[config.mk]
export PLATFORM = sky130hd
export DESIGN_NAME = stall_ctrl
export DESIGN_NICKNAME = d
export VERILOG_FILES = /design/src/rtl/cpu_pkg.sv /design/src/rtl/md_timer.sv /design/src/rtl/stall_ctrl.sv
export SDC_FILE = /design/constraint.sdc
export NUM_CORES = 1
export LEC_CHECK = 0
export BUFFER_PORTS_ARGS = -buffer_cell sky130_fd_sc_hd__buf_2
export CAP_MARGIN = 20
export CORE_MARGIN = 3
export CORE_UTILIZATION = 28
export CTS_CLUSTER_SIZE = 10
export DETAILED_ROUTE_END_ITERATION = 12
export GPL_TIMING_DRIVEN = 0
export PLACE_DENSITY = 0.56
export SETUP_SLACK_MARGIN = 0.5
export SYNTH_ARGS = -nofsm -noshare
export SYNTH_HDL_FRONTEND = slang
export SYNTH_SLANG_ARGS = --single-unit
[constraint.sdc]
create_clock -name clk -period 10.8 [get_ports clk]
set_clock_uncertainty 0.15 [all_clocks]
set_input_delay 3.24 -clock clk [delete_from_list [all_inputs] [get_ports clk]]
set_output_delay 3.24 -clock clk [all_outputs]
set_load 0.03 [all_outputs]
[src/rtl/cpu_pkg.sv]
// rtl/cpu_pkg.sv - shared pipeline constants, MD timer state type and hazard helper
package cpu_pkg;

  localparam logic [1:0] T_NONE = 2'd3;

  localparam int MULT_LAT_DEFAULT = 5;
  localparam int DIV_LAT_DEFAULT  = 10;

  typedef enum logic {
    IDLE = 1'b0,
    BUSY = 1'b1
  } md_state_t;

  // A producer stalls a consumer only when its result is not ready before the consumer needs it.
  function automatic logic reg_hazard(
    input logic [4:0] src,
    input logic [1:0] tuse,
    input logic [4:0] e_a3,
    input logic [1:0] e_tnew,
    input logic [4:0] m_a3,
    input logic [1:0] m_tnew
  );
    logic hit;
    hit = ((src == e_a3) && (e_tnew > tuse)) ||
          ((src == m_a3) && (m_tnew > tuse));
    return (src != 5'd0) && (tuse != T_NONE) && hit;
  endfunction

endpackage

[src/rtl/md_timer.sv]
// rtl/md_timer.sv - multiply/divide busy timer: IDLE/BUSY state plus down-counter
module md_timer
  import cpu_pkg::*;
#(
  parameter int MULT_LAT = MULT_LAT_DEFAULT,
  parameter int DIV_LAT  = DIV_LAT_DEFAULT,
  parameter int CNT_W    = 4
) (
  input  logic clk,
  input  logic reset,
  input  logic start_i,
  input  logic div_i,
  output logic busy_o
);

  localparam logic [CNT_W-1:0] MULT_LOAD = CNT_W'(MULT_LAT - 1);
  localparam logic [CNT_W-1:0] DIV_LOAD  = CNT_W'(DIV_LAT - 1);
  localparam logic [CNT_W-1:0] CNT_ONE   = CNT_W'(1);

  md_state_t        state_q, state_d;
  logic [CNT_W-1:0] cnt_q, cnt_d;

  always_ff @(posedge clk or negedge reset) begin
    if (!reset) begin
      state_q <= IDLE;
      cnt_q   <= '0;
    end else begin
      state_q <= state_d;
      cnt_q   <= cnt_d;
    end
  end

  // A start seen while already BUSY is dropped; the D-stage hazard keeps it from happening.
  always_comb begin
    state_d = state_q;
    cnt_d   = cnt_q;
    case (state_q)
      IDLE: begin
        if (start_i) begin
          cnt_d   = div_i ? DIV_LOAD : MULT_LOAD;
          state_d = BUSY;
        end
      end
      BUSY: begin
        if (cnt_q == '0) begin
          state_d = IDLE;
        end else begin
          cnt_d = cnt_q - CNT_ONE;
        end
      end
      default: begin
        state_d = IDLE;
        cnt_d   = '0;
      end
    endcase
  end

  assign busy_o = (state_q == BUSY);

endmodule

[src/rtl/stall_ctrl.sv]
// rtl/stall_ctrl.sv - operand and MD hazard detection, PC/F-D hold, D/E bubble, stall counter
module stall_ctrl
  import cpu_pkg::*;
#(
  parameter int MULT_LAT = MULT_LAT_DEFAULT,
  parameter int DIV_LAT  = DIV_LAT_DEFAULT,
  parameter int CNT_W    = 4
) (
  input  logic        clk,
  input  logic        reset,
  input  logic [4:0]  D_rs,
  input  logic [4:0]  D_rt,
  input  logic [1:0]  D_rs_Tuse,
  input  logic [1:0]  D_rt_Tuse,
  input  logic [4:0]  E_A3,
  input  logic [4:0]  M_A3,
  input  logic [1:0]  E_Tnew,
  input  logic [1:0]  M_Tnew,
  input  logic        D_is_md,
  input  logic        E_md_start,
  input  logic        E_md_div,
  output logic        stop,
  output logic        E_flush,
  output logic        md_busy,
  output logic [31:0] stall_cnt
);

  logic        hz_rs, hz_rt, hz_md, hz_any;
  logic [31:0] stall_cnt_q;
  logic [31:0] stall_cnt_d;

  md_timer #(
    .MULT_LAT (MULT_LAT),
    .DIV_LAT  (DIV_LAT),
    .CNT_W    (CNT_W)
  ) u_md_timer (
    .clk     (clk),
    .reset   (reset),
    .start_i (E_md_start),
    .div_i   (E_md_div),
    .busy_o  (md_busy)
  );

  assign hz_rs  = reg_hazard(D_rs, D_rs_Tuse, E_A3, E_Tnew, M_A3, M_Tnew);
  assign hz_rt  = reg_hazard(D_rt, D_rt_Tuse, E_A3, E_Tnew, M_A3, M_Tnew);
  assign hz_md  = D_is_md && (E_md_start || md_busy);
  assign hz_any = hz_rs || hz_rt || hz_md;

  // Gated by reset so the PC is never held while the core is in reset.
  assign stop    = reset && hz_any;
  assign E_flush = stop;

  assign stall_cnt_d = (stop && (stall_cnt_q != 32'hFFFF_FFFF)) ? stall_cnt_q + 32'd1
                                                                 : stall_cnt_q;

  always_ff @(posedge clk or negedge reset) begin
    if (!reset) begin
      stall_cnt_q <= 32'd0;
    end else begin
      stall_cnt_q <= stall_cnt_d;
    end
  end

  assign stall_cnt = stall_cnt_q;

endmodule

Word level (Yosys, flattened, before mapping)
Index checks and enable logic that the tools add are counted.
{"block": "totals", "ff_bits": 37, "inputBits": 33, "output_inout_bits": 35, "word_cells": 46}
{"block": "classes", "addsub": 2, "magnitude_cmp": 4, "n_eq_ne": 9, "n_mux": 7, "bitwise_logic": 1, "reduce_logical": 20}
{"operator": "$add 32x1->32 const B", "count": 1}
{"operator": "$ne 32x32->1 const B", "count": 1}
{"operator": "$eq 5x5->1", "count": 4}
{"operator": "$mux 4", "count": 3}
{"operator": "$logic_and 1x1->1", "count": 11}
{"operator": "$reduce_bool 5->1", "count": 2}
{"operator": "$gt 2x2->1", "count": 4}
{"operator": "$ne 2x2->1 const B", "count": 4}
{"operator": "$pmux 4 s2", "count": 1}
{"operator": "$logic_or 1x1->1", "count": 5}
{"operator": "$logic_not 4->1", "count": 1}
{"operator": "$sub 4x1->4 const B", "count": 1}
{"operator": "$mux 1", "count": 2}
{"operator": "$pmux 1 s2", "count": 1}
{"operator": "$reduce_and 2->1", "count": 1}
{"operator": "$not 1->1", "count": 1}

Logic depth before layout (Yosys ltp)
{"block": "depth", "word_depth": 8, "ltp_mapped": 10}

By module
Synthesis repeated with hierarchy kept, for this count alone.
{"block": "hier_totals", "cells_unflattened": 256, "hier_area_um2": 2419.8}
{"mod": "stall_ctrl", "instances": 1, "cells_each": 226, "area_per_inst_um2": 2114.5}
{"mod": "md_timer", "instances": 1, "cells_each": 30, "area_per_inst_um2": 305.3}

Worst setup path before layout
OpenSTA, ideal clock, no wires.
{"block": "synth_timing", "kind": "input to output", "from": "input port D_rs_Tuse[1]", "to": "output port stop", "arrival_ns": 4.827, "required_time_ns": 7.410, "slack_ns": 2.583, "stages": 8, "n_path_buf": 1, "path_cell_list": "inv_1 > ha_1 > nor2b_1 > o2111ai_1 > o22ai_1 > a32oi_1 > nand2_1 > buf_4"}
{"block": "synth_between", "elab_chain_cells": 7, "elab_cells_between_ends": 11, "cone_classes": "order compare (2); eq/ne (1); reduce/logical (8)"}
{"item": "start, declared", "line_no": "stall_ctrl.sv:13", "rtl": "input logic [1:0] D_rs_Tuse,"}
{"item": "$gt 2x2->1 (on tied branches)", "line_no": "cpu_pkg.sv:24, cpu_pkg.sv:25"}
{"item": "$logic_and 1x1->1 (on tied branches)", "line_no": "cpu_pkg.sv:24, cpu_pkg.sv:25"}
{"item": "$logic_or 1x1->1", "line_no": "cpu_pkg.sv:24", "rtl": "hit = ((src == e_a3) && (e_tnew > tuse)) ||"}
{"item": "$logic_and 1x1->1 *", "line_no": "cpu_pkg.sv:26", "rtl": "return (src != 5'd0) && (tuse != T_NONE) && hit;"}
{"item": "$logic_or 1x1->1 * (2 in a row)", "line_no": "stall_ctrl.sv:47", "rtl": "assign hz_any = hz_rs || hz_rt || hz_md;"}
{"item": "$logic_and 1x1->1 *", "line_no": "stall_ctrl.sv:50", "rtl": "assign stop = reset && hz_any;"}
{"item": "end, declared", "line_no": "stall_ctrl.sv:22", "rtl": "output logic stop,"}
Every way passes the cells marked *; elsewhere a longest branch is shown, timed or not.

Worst setup path after layout
{"block": "layout_timing", "from": "input port D_rt_Tuse[1]", "to": "output port stop"}
{"block": "layout_between", "elab_chain_cells": 7, "elab_cells_between_ends": 11, "cone_classes": "order compare (2); eq/ne (1); reduce/logical (8)"}
{"item": "start, declared", "line_no": "stall_ctrl.sv:14", "rtl": "input logic [1:0] D_rt_Tuse,"}
{"item": "$gt 2x2->1 (on tied branches)", "line_no": "cpu_pkg.sv:24, cpu_pkg.sv:25"}
{"item": "$logic_and 1x1->1 (on tied branches)", "line_no": "cpu_pkg.sv:24, cpu_pkg.sv:25"}
{"item": "$logic_or 1x1->1", "line_no": "cpu_pkg.sv:24"}
{"item": "$logic_and 1x1->1 *", "line_no": "cpu_pkg.sv:26"}
{"item": "$logic_or 1x1->1 * (2 in a row)", "line_no": "stall_ctrl.sv:47"}
{"item": "$logic_and 1x1->1 *", "line_no": "stall_ctrl.sv:50"}
Marked as above.

==> flow_summary.ini <==
[clock_tree]
cts_setup_buffers = 0
cts_sinks = 37
clk_root_buffer_cell = clkbuf_8
clk_pin_slew_ps = 70
cts_tree = yes
cts_resized = 0
worstSkewPairLatency_ps = 290
h-tree-depth = 2
clock_path_buffers = 2
cts_buffers = 5
hold_buffers = 0

[route]
viasPerCell = 4.66
routed_wl_mm = 5.60
drtIter0Drc = 72
final_antenna_net_count = 0
dr.pass1.iters = 4
drc_errors = 0
vias = 1898
wl_per_cell_um = 13.8

[synth]
synth_edf_count = 0
ys_seq_area_share_pct = 40.2
synth_flop_cell = dfrtp_1
ys_types = 43
synthArstFlopShare_pct = 100
yosys_warnings = 0
synth_area_um2 = 2300
syn_nets = 274
ys_ff_latch = 37
postSynthCellCount = 230
post_synth.cell_area_avg_um2 = 10.0

[floorplanning]
rows = 32
die_w_um = 96.7
start_util_pct = 29.3
die_y_um = 96.7
die-area_um2 = 9350
design.core.area_um2 = 7850
io_pins = 68

[global_route]
grt_pass1_wl_mm = 9.57
grt_max_degree = 41
grt_pass1_vias = 1958
grt_usage_pct = 12.2
overflow = 0
antenna_found_initial = 0

[power]
leakage_nw = 1.37
ir_worst_vdd_mv = 0.105
cellPowerDensity_nw_per_um2 = 149

[worst_setup_path]
arrival_ps = 5110
worstSetupEndpointType = output port
critPathMaxFanout = 6
worstPathRequired_ps = 7410
critPathKind = input pin to output port
startpoint_type = input pin

[sta]
setup_ws_ps = 2300
hold_viol = 0
setup_viol = 0
maxSlewHeadroom_pct = 39.6
drv_slew = 0
worst_slew_pin_slew_ps = 907
hold_ws_ps = 344
rsz0062_at_grt = false
period_share_pct = 78.7
tns_ps = 0
fmax_mhz = 118
post-route-min-period_ps = 8500

[cells_and_area]
fin_util_pct = 36.7
antenna_cells = 0
fin_area_um2 = 2880
fin_nets = 348
final_common_cell = buf_2
drive_above_1_share_pct = 29.5
area_delta_synth_final_pct = 25.2
layout_common_cells = buf_2 (67), xnor2_1 (43), dfrtp_1 (37)

[placed_design]
gp_congestion = 0.913
post-place-ws_ps = 2230
dp_hpwl_mm = 4.29
port_buffers = 67
placed_area_um2 = 2770

[run]
cap_violations = 0

[status]
status = complete, no violations

[hold_path]
hold_path.class = flop to flop
[worst paths after layout]
path	slack, ps	cells after the start	end	startpoint
max	2300	10	stop	D_rt_Tuse[1]
min	340	1	stall_cnt[10]	stall_cnt[10]
max reg2reg	8400	9	stall_cnt[17]	stall_cnt[0]
min reg2reg	340	1	stall_cnt[10]	stall_cnt[10]
max in group asynchronous	7010	1	stall_cnt[29]	reset
min in group asynchronous	2930	1	stall_cnt[8]	reset
[metal layers]
metal	vias up	part of all wire (%)	global-route usage, %	wire length, um
met4	0	0.80	2.27	45
met1	877	47	16.4	2660
met3	5	7.3	3.82	410
met2	58	44	19.5	2480
li1	958	-	-	-
met5	-	0	0	0
[critical path, stage by stage]
cell and delay, ps:
buf_2 90, inv_1 50, ha_1 300, nand2_1 90
nand4_1 100, nor4_1 280, o2111ai_1 280, nand2_1 320
buf_4 160, buf_2 190
[cell usage after synthesis (2+ instances only)]
cell	count	share of area, %
inv_1	12	2.0
mux2_2	2	0.98
and4_1	4	1.5
o2111ai_1	3	1.1
nor2_1	7	1.1
a21oi_1	6	1.3
nand3_1	16	3.5
nand3_2	2	0.87
nand4_1	16	4.3
nor2b_1	3	0.82
nor3_2	2	0.87
xnor2_1	43	16
buf_4	2	0.65
nor4_1	2	0.54
dfrtp_1	37	40
clkbuf_1	2	0.33
xor2_1	5	1.9
nand2_1	21	3.4
nor3_1	4	0.87
and3_1	6	1.6
o21ai_0	3	0.65
ha_1	11	6.0
[report_power, final]
group | switching [mW] | internal [mW] | total, mW
registers | 0.0197 | 0.158 | 0.178
logic | 0.0761 | 0.0510 | 0.127
clock network | 0.0500 | 0.0753 | 0.125
total | 0.146 | 0.284 | 0.430
[per-stage QoR]
stage / cells / power [mW]
after global routing: 407 / 0.459
after global placement: 399 / 0.306
after CTS: 407 / 0.434
final: 407 / 0.430
after detailed placement: 399 / 0.308
after floorplan: 230 / 0.266
[registers in the layout, summed over array words and instances, names as in the netlist]
signal	count
stall_cnt	32
u_md_timer.busy_o	1
u_md_timer.cnt_q	4
[layout make-up]
type,instances,area [um^2]
Fill cell,804,4970
Multi-Input combinational cell,175,1280
Sequential cell,37,926
Timing Repair Buffer,67,335
Tap cell,102,128
Clock buffer,7,86.3
Buffer,6,48.8
Inverter,12,45.0
Clock inverter,1,30.0
[cells by family (layout without fill, tap and decap cells)]
kind of cell,Yosys count,after routing,share of synthesized area (%)
xor+xnor,49,49,19.0
compound gates,19,19,5.87
mux,3,3,1.47
simple gates,93,93,23.4
flops,37,37,40.2
fa+ha+maj,11,11,5.98
buf+inv,18,93,4.08
(Power assumes the default switching activity.)
